### config.mk
export PLATFORM = sky130hd
export DESIGN_NAME = mem_uart
export DESIGN_NICKNAME = d
export VERILOG_FILES = /design/src/rtl/mem_uart.sv
export SDC_FILE = /design/constraint.sdc
export NUM_CORES = 1
export LEC_CHECK = 0
export CAP_MARGIN = 30
export CORE_UTILIZATION = 45
export CTS_CLUSTER_SIZE = 12
export DETAILED_ROUTE_END_ITERATION = 10
export PLACE_DENSITY = 0.59
export SYNTH_ARGS = -nofsm -noshare
export SYNTH_HDL_FRONTEND = slang
export SYNTH_SLANG_ARGS = --single-unit
export TNS_END_PERCENT = 100
### constraint.sdc
create_clock -name clk -period 7.3 [get_ports clk]
set_clock_uncertainty 0.2 [all_clocks]
set_input_delay 0.73 -clock clk [delete_from_list [all_inputs] [get_ports clk]]
set_output_delay 0.73 -clock clk [all_outputs]
set_load 0.005 [all_outputs]
### src/rtl/mem_uart.sv
// Memory-mapped 8N1 UART responder for the picorv32 native memory bus.
// TX/RX FIFOs, fixed-divider bit timing, W1C sticky error flags and a level interrupt.
module mem_uart #(
   parameter int unsigned CLK_DIV    = 217,
   parameter int unsigned FIFO_DEPTH = 16
) (
   input  logic        clk,
   input  logic        rst_n,
   input  logic        mem_valid,
   output logic        mem_ready,
   input  logic [1:0]  mem_addr,
   input  logic [31:0] mem_wdata,
   input  logic [3:0]  mem_wstrb,
   output logic [31:0] mem_rdata,
   input  logic        rxd,
   output logic        txd,
   output logic        irq
);

   localparam int unsigned AW = $clog2(FIFO_DEPTH);
   localparam int unsigned CW = $clog2(CLK_DIV);
   localparam logic [CW-1:0] BitLast  = CW'(CLK_DIV - 1);
   localparam logic [CW-1:0] HalfLast = CW'(CLK_DIV / 2 - 1);
   localparam logic [CW-1:0] CntOne   = CW'(1);
   localparam logic [AW:0]   PtrOne   = (AW + 1)'(1);
   localparam logic [AW:0]   PtrFull  = (AW + 1)'(FIFO_DEPTH);

   typedef enum logic [1:0] {TxIdle, TxStart, TxData, TxStop} tx_state_e;
   typedef enum logic [2:0] {RxIdle, RxStart, RxData, RxStop, RxWait} rx_state_e;

   // Bus request captured on acceptance; side effects happen while ready_q is high.
   logic       ready_q, req_wr_q, req_b0_q;
   logic [1:0] req_addr_q;
   logic [7:0] req_data_q;

   logic [7:0]  tx_mem [FIFO_DEPTH];
   logic [7:0]  rx_mem [FIFO_DEPTH];
   logic [AW:0] tx_wr_q, tx_rd_q, rx_wr_q, rx_rd_q;
   logic        rxovr_q, frameerr_q, txovr_q, irq_q;
   logic [1:0]  ctrl_q;

   tx_state_e   tx_state_q;
   logic [CW-1:0] tx_cnt_q;
   logic [2:0]  tx_bit_q;
   logic [7:0]  tx_sh_q;
   logic        txd_q;

   rx_state_e   rx_state_q;
   logic [CW-1:0] rx_cnt_q;
   logic [2:0]  rx_bit_q;
   logic [7:0]  rx_sh_q;
   logic        rx_s1_q, rx_s2_q;

   logic        tx_empty, tx_full, rx_empty, rx_full, tx_idle;
   logic        bus_wr_data, tx_pop, tx_push, tx_ovr_set;
   logic        rx_pop, rx_done, rx_push_req, rx_push, rx_ovr_set, fe_set;
   logic [2:0]  w1c;
   logic [7:0]  tx_head, rx_head;
   logic [31:0] status;
   logic        unused_bits;

   assign unused_bits = ^mem_wdata[31:8];

   assign tx_empty = (tx_wr_q == tx_rd_q);
   assign tx_full  = ((tx_wr_q ^ tx_rd_q) == PtrFull);
   assign rx_empty = (rx_wr_q == rx_rd_q);
   assign rx_full  = ((rx_wr_q ^ rx_rd_q) == PtrFull);
   assign tx_head  = tx_mem[tx_rd_q[AW-1:0]];
   assign rx_head  = rx_mem[rx_rd_q[AW-1:0]];
   assign tx_idle  = tx_empty && (tx_state_q == TxIdle);

   assign bus_wr_data = ready_q && (req_addr_q == 2'd0) && req_b0_q;
   assign tx_pop      = (tx_state_q == TxIdle) && !tx_empty;
   assign tx_push     = bus_wr_data && (!tx_full || tx_pop);
   assign tx_ovr_set  = bus_wr_data && tx_full && !tx_pop;

   assign rx_pop      = ready_q && !req_wr_q && (req_addr_q == 2'd0) && !rx_empty;
   assign rx_done     = (rx_state_q == RxStop) && (rx_cnt_q == BitLast);
   assign rx_push_req = rx_done && rx_s2_q;
   // A pop in the same cycle frees the slot, so a full FIFO still accepts the byte.
   assign rx_push     = rx_push_req && (!rx_full || rx_pop);
   assign rx_ovr_set  = rx_push_req && rx_full && !rx_pop;
   assign fe_set      = rx_done && !rx_s2_q;

   assign w1c = (ready_q && (req_addr_q == 2'd1) && req_b0_q) ? req_data_q[5:3] : 3'b000;

   assign status = {26'h0, txovr_q, frameerr_q, rxovr_q, tx_idle, tx_full, !rx_empty};

   assign mem_ready = ready_q;
   assign txd       = txd_q;
   assign irq       = irq_q;

   always_comb begin
      mem_rdata = '0;
      if (ready_q && !req_wr_q) begin
         case (req_addr_q)
            2'd0:    mem_rdata = rx_empty ? 32'h0 : {24'h0, rx_head};
            2'd1:    mem_rdata = status;
            2'd2:    mem_rdata = {30'h0, ctrl_q};
            default: mem_rdata = '0;
         endcase
      end
   end

   always_ff @(posedge clk or negedge rst_n) begin
      if (!rst_n) begin
         ready_q    <= 1'b0;
         req_wr_q   <= 1'b0;
         req_b0_q   <= 1'b0;
         req_addr_q <= 2'd0;
         req_data_q <= 8'h0;
      end else begin
         ready_q <= mem_valid && !ready_q;
         if (mem_valid && !ready_q) begin
            req_addr_q <= mem_addr;
            req_wr_q   <= |mem_wstrb;
            req_b0_q   <= mem_wstrb[0];
            req_data_q <= mem_wdata[7:0];
         end
      end
   end

   always_ff @(posedge clk or negedge rst_n) begin
      if (!rst_n) begin
         tx_wr_q    <= '0;
         tx_rd_q    <= '0;
         rx_wr_q    <= '0;
         rx_rd_q    <= '0;
         rxovr_q    <= 1'b0;
         frameerr_q <= 1'b0;
         txovr_q    <= 1'b0;
         ctrl_q     <= 2'b00;
         irq_q      <= 1'b0;
      end else begin
         if (tx_push) tx_wr_q <= tx_wr_q + PtrOne;
         if (tx_pop)  tx_rd_q <= tx_rd_q + PtrOne;
         if (rx_push) rx_wr_q <= rx_wr_q + PtrOne;
         if (rx_pop)  rx_rd_q <= rx_rd_q + PtrOne;
         // Set takes priority over a same-cycle W1C clear.
         rxovr_q    <= rx_ovr_set | (rxovr_q & ~w1c[0]);
         frameerr_q <= fe_set | (frameerr_q & ~w1c[1]);
         txovr_q    <= tx_ovr_set | (txovr_q & ~w1c[2]);
         if (ready_q && (req_addr_q == 2'd2) && req_b0_q) ctrl_q <= req_data_q[1:0];
         irq_q <= (ctrl_q[0] & !rx_empty) | (ctrl_q[1] & tx_empty);
      end
   end

   always_ff @(posedge clk) begin
      if (tx_push) tx_mem[tx_wr_q[AW-1:0]] <= req_data_q;
      if (rx_push) rx_mem[rx_wr_q[AW-1:0]] <= rx_sh_q;
   end

   always_ff @(posedge clk or negedge rst_n) begin
      if (!rst_n) begin
         tx_state_q <= TxIdle;
         tx_cnt_q   <= '0;
         tx_bit_q   <= 3'd0;
         tx_sh_q    <= 8'h0;
         txd_q      <= 1'b1;
      end else begin
         unique case (tx_state_q)
            TxIdle: begin
               txd_q <= 1'b1;
               if (!tx_empty) begin
                  tx_sh_q    <= tx_head;
                  tx_cnt_q   <= '0;
                  txd_q      <= 1'b0;
                  tx_state_q <= TxStart;
               end
            end
            TxStart: begin
               if (tx_cnt_q == BitLast) begin
                  tx_cnt_q   <= '0;
                  tx_bit_q   <= 3'd0;
                  txd_q      <= tx_sh_q[0];
                  tx_state_q <= TxData;
               end else begin
                  tx_cnt_q <= tx_cnt_q + CntOne;
               end
            end
            TxData: begin
               if (tx_cnt_q == BitLast) begin
                  tx_cnt_q <= '0;
                  if (tx_bit_q == 3'd7) begin
                     txd_q      <= 1'b1;
                     tx_state_q <= TxStop;
                  end else begin
                     tx_bit_q <= tx_bit_q + 3'd1;
                     txd_q    <= tx_sh_q[1];
                     tx_sh_q  <= {1'b0, tx_sh_q[7:1]};
                  end
               end else begin
                  tx_cnt_q <= tx_cnt_q + CntOne;
               end
            end
            TxStop: begin
               if (tx_cnt_q == BitLast) begin
                  tx_cnt_q   <= '0;
                  tx_state_q <= TxIdle;
               end else begin
                  tx_cnt_q <= tx_cnt_q + CntOne;
               end
            end
            default: tx_state_q <= TxIdle;
         endcase
      end
   end

   always_ff @(posedge clk or negedge rst_n) begin
      if (!rst_n) begin
         rx_s1_q    <= 1'b1;
         rx_s2_q    <= 1'b1;
         rx_state_q <= RxIdle;
         rx_cnt_q   <= '0;
         rx_bit_q   <= 3'd0;
         rx_sh_q    <= 8'h0;
      end else begin
         rx_s1_q <= rxd;
         rx_s2_q <= rx_s1_q;
         unique case (rx_state_q)
            RxIdle: begin
               if (!rx_s2_q) begin
                  rx_cnt_q   <= '0;
                  rx_state_q <= RxStart;
               end
            end
            RxStart: begin
               // Mid start bit: a high level here means the edge was a glitch.
               if (rx_cnt_q == HalfLast) begin
                  rx_cnt_q   <= '0;
                  rx_bit_q   <= 3'd0;
                  rx_state_q <= rx_s2_q ? RxIdle : RxData;
               end else begin
                  rx_cnt_q <= rx_cnt_q + CntOne;
               end
            end
            RxData: begin
               if (rx_cnt_q == BitLast) begin
                  rx_cnt_q <= '0;
                  rx_sh_q  <= {rx_s2_q, rx_sh_q[7:1]};
                  if (rx_bit_q == 3'd7) rx_state_q <= RxStop;
                  else                  rx_bit_q   <= rx_bit_q + 3'd1;
               end else begin
                  rx_cnt_q <= rx_cnt_q + CntOne;
               end
            end
            RxStop: begin
               if (rx_cnt_q == BitLast) begin
                  rx_cnt_q   <= '0;
                  rx_state_q <= rx_s2_q ? RxIdle : RxWait;
               end else begin
                  rx_cnt_q <= rx_cnt_q + CntOne;
               end
            end
            RxWait: begin
               if (rx_s2_q) rx_state_q <= RxIdle;
            end
            default: rx_state_q <= RxIdle;
         endcase
      end
   end

endmodule
# Word-level counts from Yosys, hierarchy flattened
# Memories as Yosys holds them, arrays and structs flattened.
# Cells that the tools add are included.
totals:
  ram_bits: 256
  ff_bits: 85
  rom_bits: 0
  n_memories: 2
  latchBits: 0
  wordCells: 178
classes:
  n_div: 0
  n_mul: 0
  bitwise: 14
  magnitude_cmp: 0
  n_eq_ne: 31
  mux: 47
  shifts: 0
  reduce_logical: 51
  n_addsub: 8
mem_list:
  columns: ["name", "words", "width", "read_ports", "rd_ports_with_merged_regs", "wr", "line", "text"]
  rows:
  - ["rx_mem", 16, 8, 1, 0, 1, "37", "logic [7:0] rx_mem [FIFO_DEPTH];"]
  - ["tx_mem", 16, 8, 1, 0, 1, "36", "logic [7:0] tx_mem [FIFO_DEPTH];"]
op_table:
  columns: ["cell", "count"]
  rows:
  - ["8-bit 2-to-1 mux", 9]
  - ["8-bit case mux with 3 select lines", 2]
  - ["3-bit 2-to-1 mux", 14]
  - ["32-bit 2-to-1 mux", 1]
  - ["8-bit case mux with 2 select lines", 2]
  - ["2-bit inequality test, second input constant", 12]
  - ["1-bit logical AND", 21]
  - ["5-bit by 1-bit adder with 5-bit output, second input constant", 4]
  - ["8-bit by 1-bit adder with 8-bit output, second input constant", 2]
  - ["8-bit == test, second input constant", 2]
  - ["3-bit case mux with 5 select lines", 1]
  - ["2-bit 2-to-1 mux", 6]
  - ["3-bit case mux with 2 select lines", 2]
  - ["4-bit AND reduction", 3]
  - ["5-bit == test", 2]
  - ["5-bit == test, second input constant", 2]
  - ["5-bit bitwise XOR", 2]
  - ["3-bit == test, second input constant", 3]
  - ["1-bit zero test", 9]
  - ["8-bit by 7-bit == test with 1-bit output, second input constant", 1]
  - ["1-bit 2-to-1 mux", 8]
  - ["2-bit case mux with 4 select lines", 1]
  - ["3-bit by 1-bit adder with 3-bit output, second input constant", 2]
  - ["2-bit == test, second input constant", 3]
  - ["other kinds (20)", 37]

# Longest topological paths before layout
# Gate-level depths: netlist of run 1.
logic_depth:
  ltp_word: 8
  depth_mapped: 9
  ltp_nobuf: 7

# Least setup slack after synthesis of run 1
# No wires, ideal clock.
synth_path:
  path_type: "reg-to-output"
  from: "register rx_rd_q[1]"
  to: "output mem_rdata[6]"
  stages_incl_launch_ff: 6
  n_path_buf: 2
  slack_ns: 4.658
  t_arrival_ns: 1.712
  path_cell_list: "dfrtp_1 buf_2 clkbuf_1 mux4_2 mux4_2 nor2b_4"
synth_via:
  elab_chain_len: 4
synth_rtl:
  columns: ["element", "line", "text"]
  rows:
  - ["start, declared", "38", "logic [AW:0] tx_wr_q, tx_rd_q, rx_wr_q, rx_rd_q;"]
  - ["start signal, assigned", "138", "if (rx_pop) rx_rd_q <= rx_rd_q + PtrOne;"]
  - ["memory 16 x 8 bit or 5-bit == test (tied branches)", null, null]
  - ["8-bit 2-to-1 mux *", "97", "2'd0: mem_rdata = rx_empty ? 32'h0 : {24'h0, rx_head};"]
  - ["8-bit case mux with 3 select lines *", "96", "case (req_addr_q)"]
  - ["32-bit 2-to-1 mux *", "95", "if (ready_q && !req_wr_q) begin"]
  - ["end, declared", "14", "output logic [31:0] mem_rdata,"]
# Every way passes the cells marked *; elsewhere a longest branch is shown, timed or not.

# Final worst setup path of run 1
layout_path:
  from: "register tx_rd_q[1]"
  to: "output mem_rdata[2]"
layout_via:
  elab_chain_len: 4
layout_rtl:
  columns: ["element", "line", "text"]
  rows:
  - ["start, declared", "38", null]
  - ["start signal, assigned", "136", "if (tx_pop) tx_rd_q <= tx_rd_q + PtrOne;"]
  - ["5-bit == test", "64", "assign tx_empty = (tx_wr_q == tx_rd_q);"]
  - ["1-bit logical AND", "70", "assign tx_idle = tx_empty && (tx_state_q == TxIdle);"]
  - ["8-bit case mux with 3 select lines", "96", null]
  - ["32-bit 2-to-1 mux", "95", null]
# No other way between the ends.

==> results of run 1 <==
[through the flow]
stage	util (%)	cell area [µm²]	instances
global route	51.5	16400	1406
CTS	51.5	16400	1406
global placement	47.9	15300	1337
detailed placement	48.0	15300	1339
floorplan	-	14800	936
finish	51.5	16400	1406
[final cells by class]
cell class                 count  area (µm²)
multi-input combinational    499        4460
fill                        2647       15400
inverter                      25        93.8
timing repair buffer          40         398
tap                          435         544
clock inverter                 8        72.6
clock buffer                  58        1040
sequential                   341        9820
[routing by layer]
metal	part of all wire, %	vias to the layer above
li1	-	3537
met1	46	3857
met2	48	156
met3	3.6	45
met4	2.4	0
met5	0	-
[how the worst min path moves through the flow]
stage                         end  slack, ps
after detailed placement  rx_s2_q        150
after global placement    rx_s2_q        150
after global routing      rx_s2_q        160
final                     rx_s2_q        160
after floorplan           rx_s2_q        150
after CTS                 rx_s2_q        160
[kinds of logic (layout without fill, tap and decap cells)]
kind of cell             after synthesis  after routing
buffers and inverters                 96            131
other                                  1             24
adder cells (fa/ha/maj)               23             23
multiplexers                         118            118
flip-flops                           341            341
XOR/XNOR                              28             28
AND/OR/NAND/NOR                      193            193
AO/OA/AOI/OAI                        113            113
[power groups by stage]
| stage | Clock, mW | Combinational [mW] | Sequential, mW |
|---|---|---|---|
| floorplan | 0 | 0.708 | 2.30 |
| global placement | 0 | 0.865 | 2.36 |
| detailed placement | 0 | 0.875 | 2.37 |
| CTS | 1.78 | 0.875 | 2.33 |
| global route | 1.85 | 0.954 | 2.34 |
| finish | 1.74 | 0.861 | 2.33 |
[cell usage in the layout, fill, tap and decap left out, types with 9 or more instances in the layout]
master and count:
nor2_1 33, nand3_1 14, and3_1 25, xnor2_1 14
o22ai_1 9, xor2_1 10, ha_1 23, o21ai_0 30
nor3_1 10, a21oi_1 16, dfrtp_1 79, buf_4 10
nor2b_1 9, nand2_1 59, inv_1 25, edfxtp_1 256
mux2i_1 29, clkbuf_16 37, mux2_2 31, clkdlybuf4s50_1 27
conb_1 24, a22o_1 10, mux4_2 50, clkbuf_1 17
[flip-flops by register name, indices dropped and copies added (netlist names), 2 cells and up]
register    cells
req_data_q      8
rx_state_q      3
rx_sh_q         8
tx_bit_q        3
rx_bit_q        3
rx_rd_q         5
tx_cnt_q        8
ctrl_q          2
rx_mem        128
tx_state_q      2
req_addr_q      2
rx_cnt_q        8
tx_wr_q         5
rx_wr_q         5
tx_rd_q         5
tx_mem        128
tx_sh_q         8
[what timing repair did]
action                    4_1_cts  5_1_grt
hold buffers                    1        0
gates resized for setup         0        0
hold endpoints to repair        7        0
==> flow_summary.toml, run 1 <==
[run_status]
status = "finished clean"

[clocking]
clk_latency_ps = 510
root_buffer = "clkbuf_16"
cts_sinks = 341
post_cts_buffers = 0
clk_pin_slew_ps = 50
cts_tree = "built"
max-clock-path-buffers = 3
cts_max_level = 2
cts_made_buffers = 37

[finish]
antenna_cells = 0
drive_above_1_share_pct = 17.3
layout-area-overhead-vs-synth_pct = 11.6
nets = 1009

[global_routing]
use_met3_pct = 2.60
grt_use_met2_pct = 28.4
grt_pass1_wl_um = 44600
grt_use_met1_pct = 25.2
grt_max_degree = 54
grt_use_total_pct = 17.8
overflow = 0
grt_pass1_vias = 7553
gr-max-usage-layer = "met2"
antenna_found_initial = 0

[die]
ioPinCount = 77
die_x_um = 183
core_area_um2 = 31900
die_h_um = 183
fp-row-count = 65
start_util_pct = 46.2
die-area_um2 = 33400

[logic_synthesis]
synthCells = 913
yosysMostFrequentCell = "edfxtp_1"
synth_top_area_share_pct = 52.2
synthTopCellsByArea = "edfxtp_1, dfrtp_1, mux4_2"
synth_top_family_by_area = "multiplexers"
synth-seq-cells = 341
ys_async_sr_fraction_pct = 24.9
synth_compound_area_share_pct = 5.38
muxShareOfSynthArea_pct = 13.4
synth-edff-count = 256
synth_xor_area_share_pct = 1.87
synthAdderAreaFrac_pct = 1.95
synth_area_leader_cell = "edfxtp_1"
ys_top_cells_by_count = "edfxtp_1, dfrtp_1, nand2_1, mux4_2, nor2_1"
synthFlopType = "edfxtp_1"
synthDistinctLibCells = 68
synth_area_per_cell_um2 = 16.1
yosys.area_share.simple_pct = 6.99
syn_area_um2 = 14700
yosysSeqAreaShare_pct = 66.7
synth_warnings = 0

[sta]
fin_crit_sh_pct = 59.5
tns_ps = 0
layout_setup_ws_ps = 2960
final.min_clock_period_ps = 4340
rsz0062_at_grt = "no"
fmax_ghz = 0.230
drv_slew = 0
final_hold_viol_count = 0
worstMarginPinSlew_ps = 932
timing.hold.ws_ps = 155
slew-limit-headroom_pct = 37.8
setup_violations = 0

[critical_path]
required_ps = 6370
crit_type = "flop to primary output"
crit_family = "simple AND/OR/NAND/NOR gates"
timing.rr.start = "rx_rd_q[2]"
critPathArrivalTime_ps = 3410
reg2regPathDepth = 5
cp-start-kind = "flop"
critPathBufInv = 2
endpoint = "mem_rdata[2]"
cpPeakStageDelay_ps = 750
cp-end-kind = "primary output"
crit_start = "tx_rd_q[1]"
worstSetupPathDepth = 7
crit_chain = "buf_4 > xnor2_2 > nand4_4 > nor2_1 > nand2_1 > o21ai_0 > clkdlybuf4s50_1"
r2r-end = "rx_mem[3][4]"
cp_slowest_cell = "nor2_1"
critPathMaxFanout = 44
ff2ff_setup_slack_ps = 3810

[routing]
detail-route-antenna-nets = 0
routedWlPerCell_um = 20.5
drt-total-wl_um = 28800
drt-initial-drc-count = 550
drc = 0
num_vias = 7595
drt_pass1_iterations = 5
vias_per_cell = 5.40

[power_and_ir_drop]
ir_drop_uv = 192
pwr-share-seq_pct = 47.2
p_per_area_nw_per_um2 = 300
comb_power_share_pct = 17.5
totalPowerFinal_mw = 4.92
p_sw_share_pct = 26.8
intPower_mw = 3.60
clock_power_share_pct = 35.3
p_leak_nw = 5.52
switchingPower_mw = 1.32

[hold_path]
min_path_cells = 0
hold_class = "flop to flop"
hp-start = "rx_s1_q"

[job]
maxCapViolations = 0

[placement]
hpwl_um = 18000
pre_cts_ws_ps = 3460
gp_congestion = 0.798
io_buffers = 28
(Power assumes the default switching activity.)
==> inputs of run 2 (changes only) <==
PLACE_DENSITY = 0.61   (was 0.59)
clock period = 3.9 ns   (was 7.3 ns; I/O delays follow)
==> run 2 against run 1 <==
  * Sequential cell count is the same
  * First-iteration DRC count is 11% lower
  * Combinational power increased by 87%
  * Sequential power up 88%
  * Critical path depth fell by 2
  * Sequential share of layout area decreased by 0.29 points
  * Cell area grew 0.49%
  * Clock power rose by 86%
  * Die area unchanged
  * Final cell count increased by 1.0%
  * Via count did not move
==> flow_summary.toml, run 2 (same netlist as run 1, synthesis figures left out) <==
[sta]
tns_ps = 0
final.min_clock_period_ps = 3580
drv_slew = 0
rsz0062_at_grt = "no"
fin_crit_sh_pct = 91.8
setup_violations = 0
worstMarginPinSlew_ps = 806
final_hold_viol_count = 0
fmax_ghz = 0.279
slew-limit-headroom_pct = 46.1
timing.hold.ws_ps = 117

[die]
die-area_um2 = 33400
die_h_um = 183
core_area_um2 = 31900
ioPinCount = 77
fp-row-count = 65
die_x_um = 183
start_util_pct = 46.2

[finish]
fin_area_um2 = 16500
multi_input_area_um2 = 4450
seqCellArea_um2 = 9820
final_cell_mix = "edfxtp_1, dfrtp_1, nand2_1, mux4_2, clkbuf_16"
fillers = 2644
nets = 1024
drive_above_1_share_pct = 18.5
layout-area-overhead-vs-synth_pct = 12.2
antenna_cells = 0
final_common_cell = "edfxtp_1"

[clocking]
cts_max_level = 2
root_buffer = "clkbuf_16"
cts_resized = 0
cts_tree = "built"
cts_made_buffers = 37
cts_sinks = 341
clk_pin_slew_ps = 60
clk_latency_ps = 510
max-clock-path-buffers = 3

[critical_path]
required_ps = 3310
cp-end-kind = "primary output"
cp-start-kind = "flop"
crit_type = "flop to primary output"
critPathArrivalTime_ps = 2990
critPathMaxFanout = 11

[routing]
routedWlPerCell_um = 20.6
drt-initial-drc-count = 491
drt_pass1_iterations = 5
detail-route-antenna-nets = 0
drt-total-wl_um = 29200
vias_per_cell = 5.35
num_vias = 7595
drc = 0

[power_and_ir_drop]
p_per_area_nw_per_um2 = 559
p_leak_nw = 5.59
ir_drop_uv = 382
totalPowerFinal_mw = 9.24

[global_routing]
antenna_found_initial = 0
grt_use_total_pct = 18.0
grt_pass1_wl_um = 45300
grt_pass1_vias = 7526
grt_max_degree = 44
overflow = 0

[hold_path]
hold_class = "primary input to flop"

[placement]
placed_area_um2 = 15400
hpwl_um = 19100
gp_congestion = 0.786
io_buffers = 28

[job]
maxCapViolations = 0

[run_status]
status = "finished clean"
==> run 2: changes by cell type in the layout (fill, tap and decap cells not counted), sizes merged <==
| cell | previous run | this run |
|---|---|---|
| buf | 12 | 27 |
| clkinv | 5 | 7 |
| clkbuf | 58 | 55 |
==> run 2: repair_timing <==
item                                   4_1_cts  5_1_grt
hold buffers                                 1        0
setup buffers                                0        0
endpoints found under the hold margin       28        0
==> run 2: worst paths after layout <==
kind | slack, ps | endpoint | cells after the start | start
max in group asynchronous | 2480 | txd | 3 | rst_n
worst min register to register | 170 | rx_s2_q | 0 | rx_s1_q
worst max-delay path | 320 | mem_rdata[7] | 5 | rx_rd_q[0]
worst max register to register | 780 | rx_mem[15][7] | 7 | rx_cnt_q[0]
worst min-delay path | 120 | rx_s1_q | 1 | rxd
min in group asynchronous | 170 | rx_sh_q[5] | 2 | rst_n
==> run 2: area by class of cell <==
cell class	instances	share of cell area [%]
tap	435	3.30
clock inverter	10	0.462
sequential	341	59.5
multi-input combinational	499	27.0
clock buffer	55	6.26
inverter	25	0.568
timing repair buffer	55	2.97
==> run 2: worst max-delay path: stages (launching register included) <==
cell	delay, ps
dfrtp_2	470
buf_4	280
mux4_1	650
mux4_2	490
nor2b_4	140
clkdlybuf4s50_1	440
==> run 2: per-layer routing <==
| layer | up-vias | global-route usage, % | share of wire [%] |
|---|---|---|---|
| met2 | 139 | 29.5 | 49 |
| met5 | - | 0 | 0 |
| met1 | 3848 | 25.3 | 46 |
| met3 | 47 | 2.62 | 3.2 |
| met4 | 0 | 4.60 | 2.0 |
| li1 | 3561 | - | - |
==> run 2: power by group <==
group          switching [mW]  leakage, nW  internal, mW
Clock                    1.34        0.540          1.90
Sequential              0.288         3.12          4.10
Combinational           0.857         1.93         0.748
Total                    2.49         5.59          6.75
==> run 2: metrics by stage <==
step,setup slack (ps),utilization [%],cells
6_report,319,51.8,1420
5_1_grt,201,51.8,1420
4_1_cts,277,51.8,1420
3_5_place_dp,817,48.3,1354
3_3_place_gp,838,48.2,1352
2_1_floorplan,1300,-,936
==> inputs of run 3 (changes only) <==
ABC_AREA = 0   (was unset)
==> results of run 3 <==
The final DEF is identical to that of run 2; final timing and power are the same.
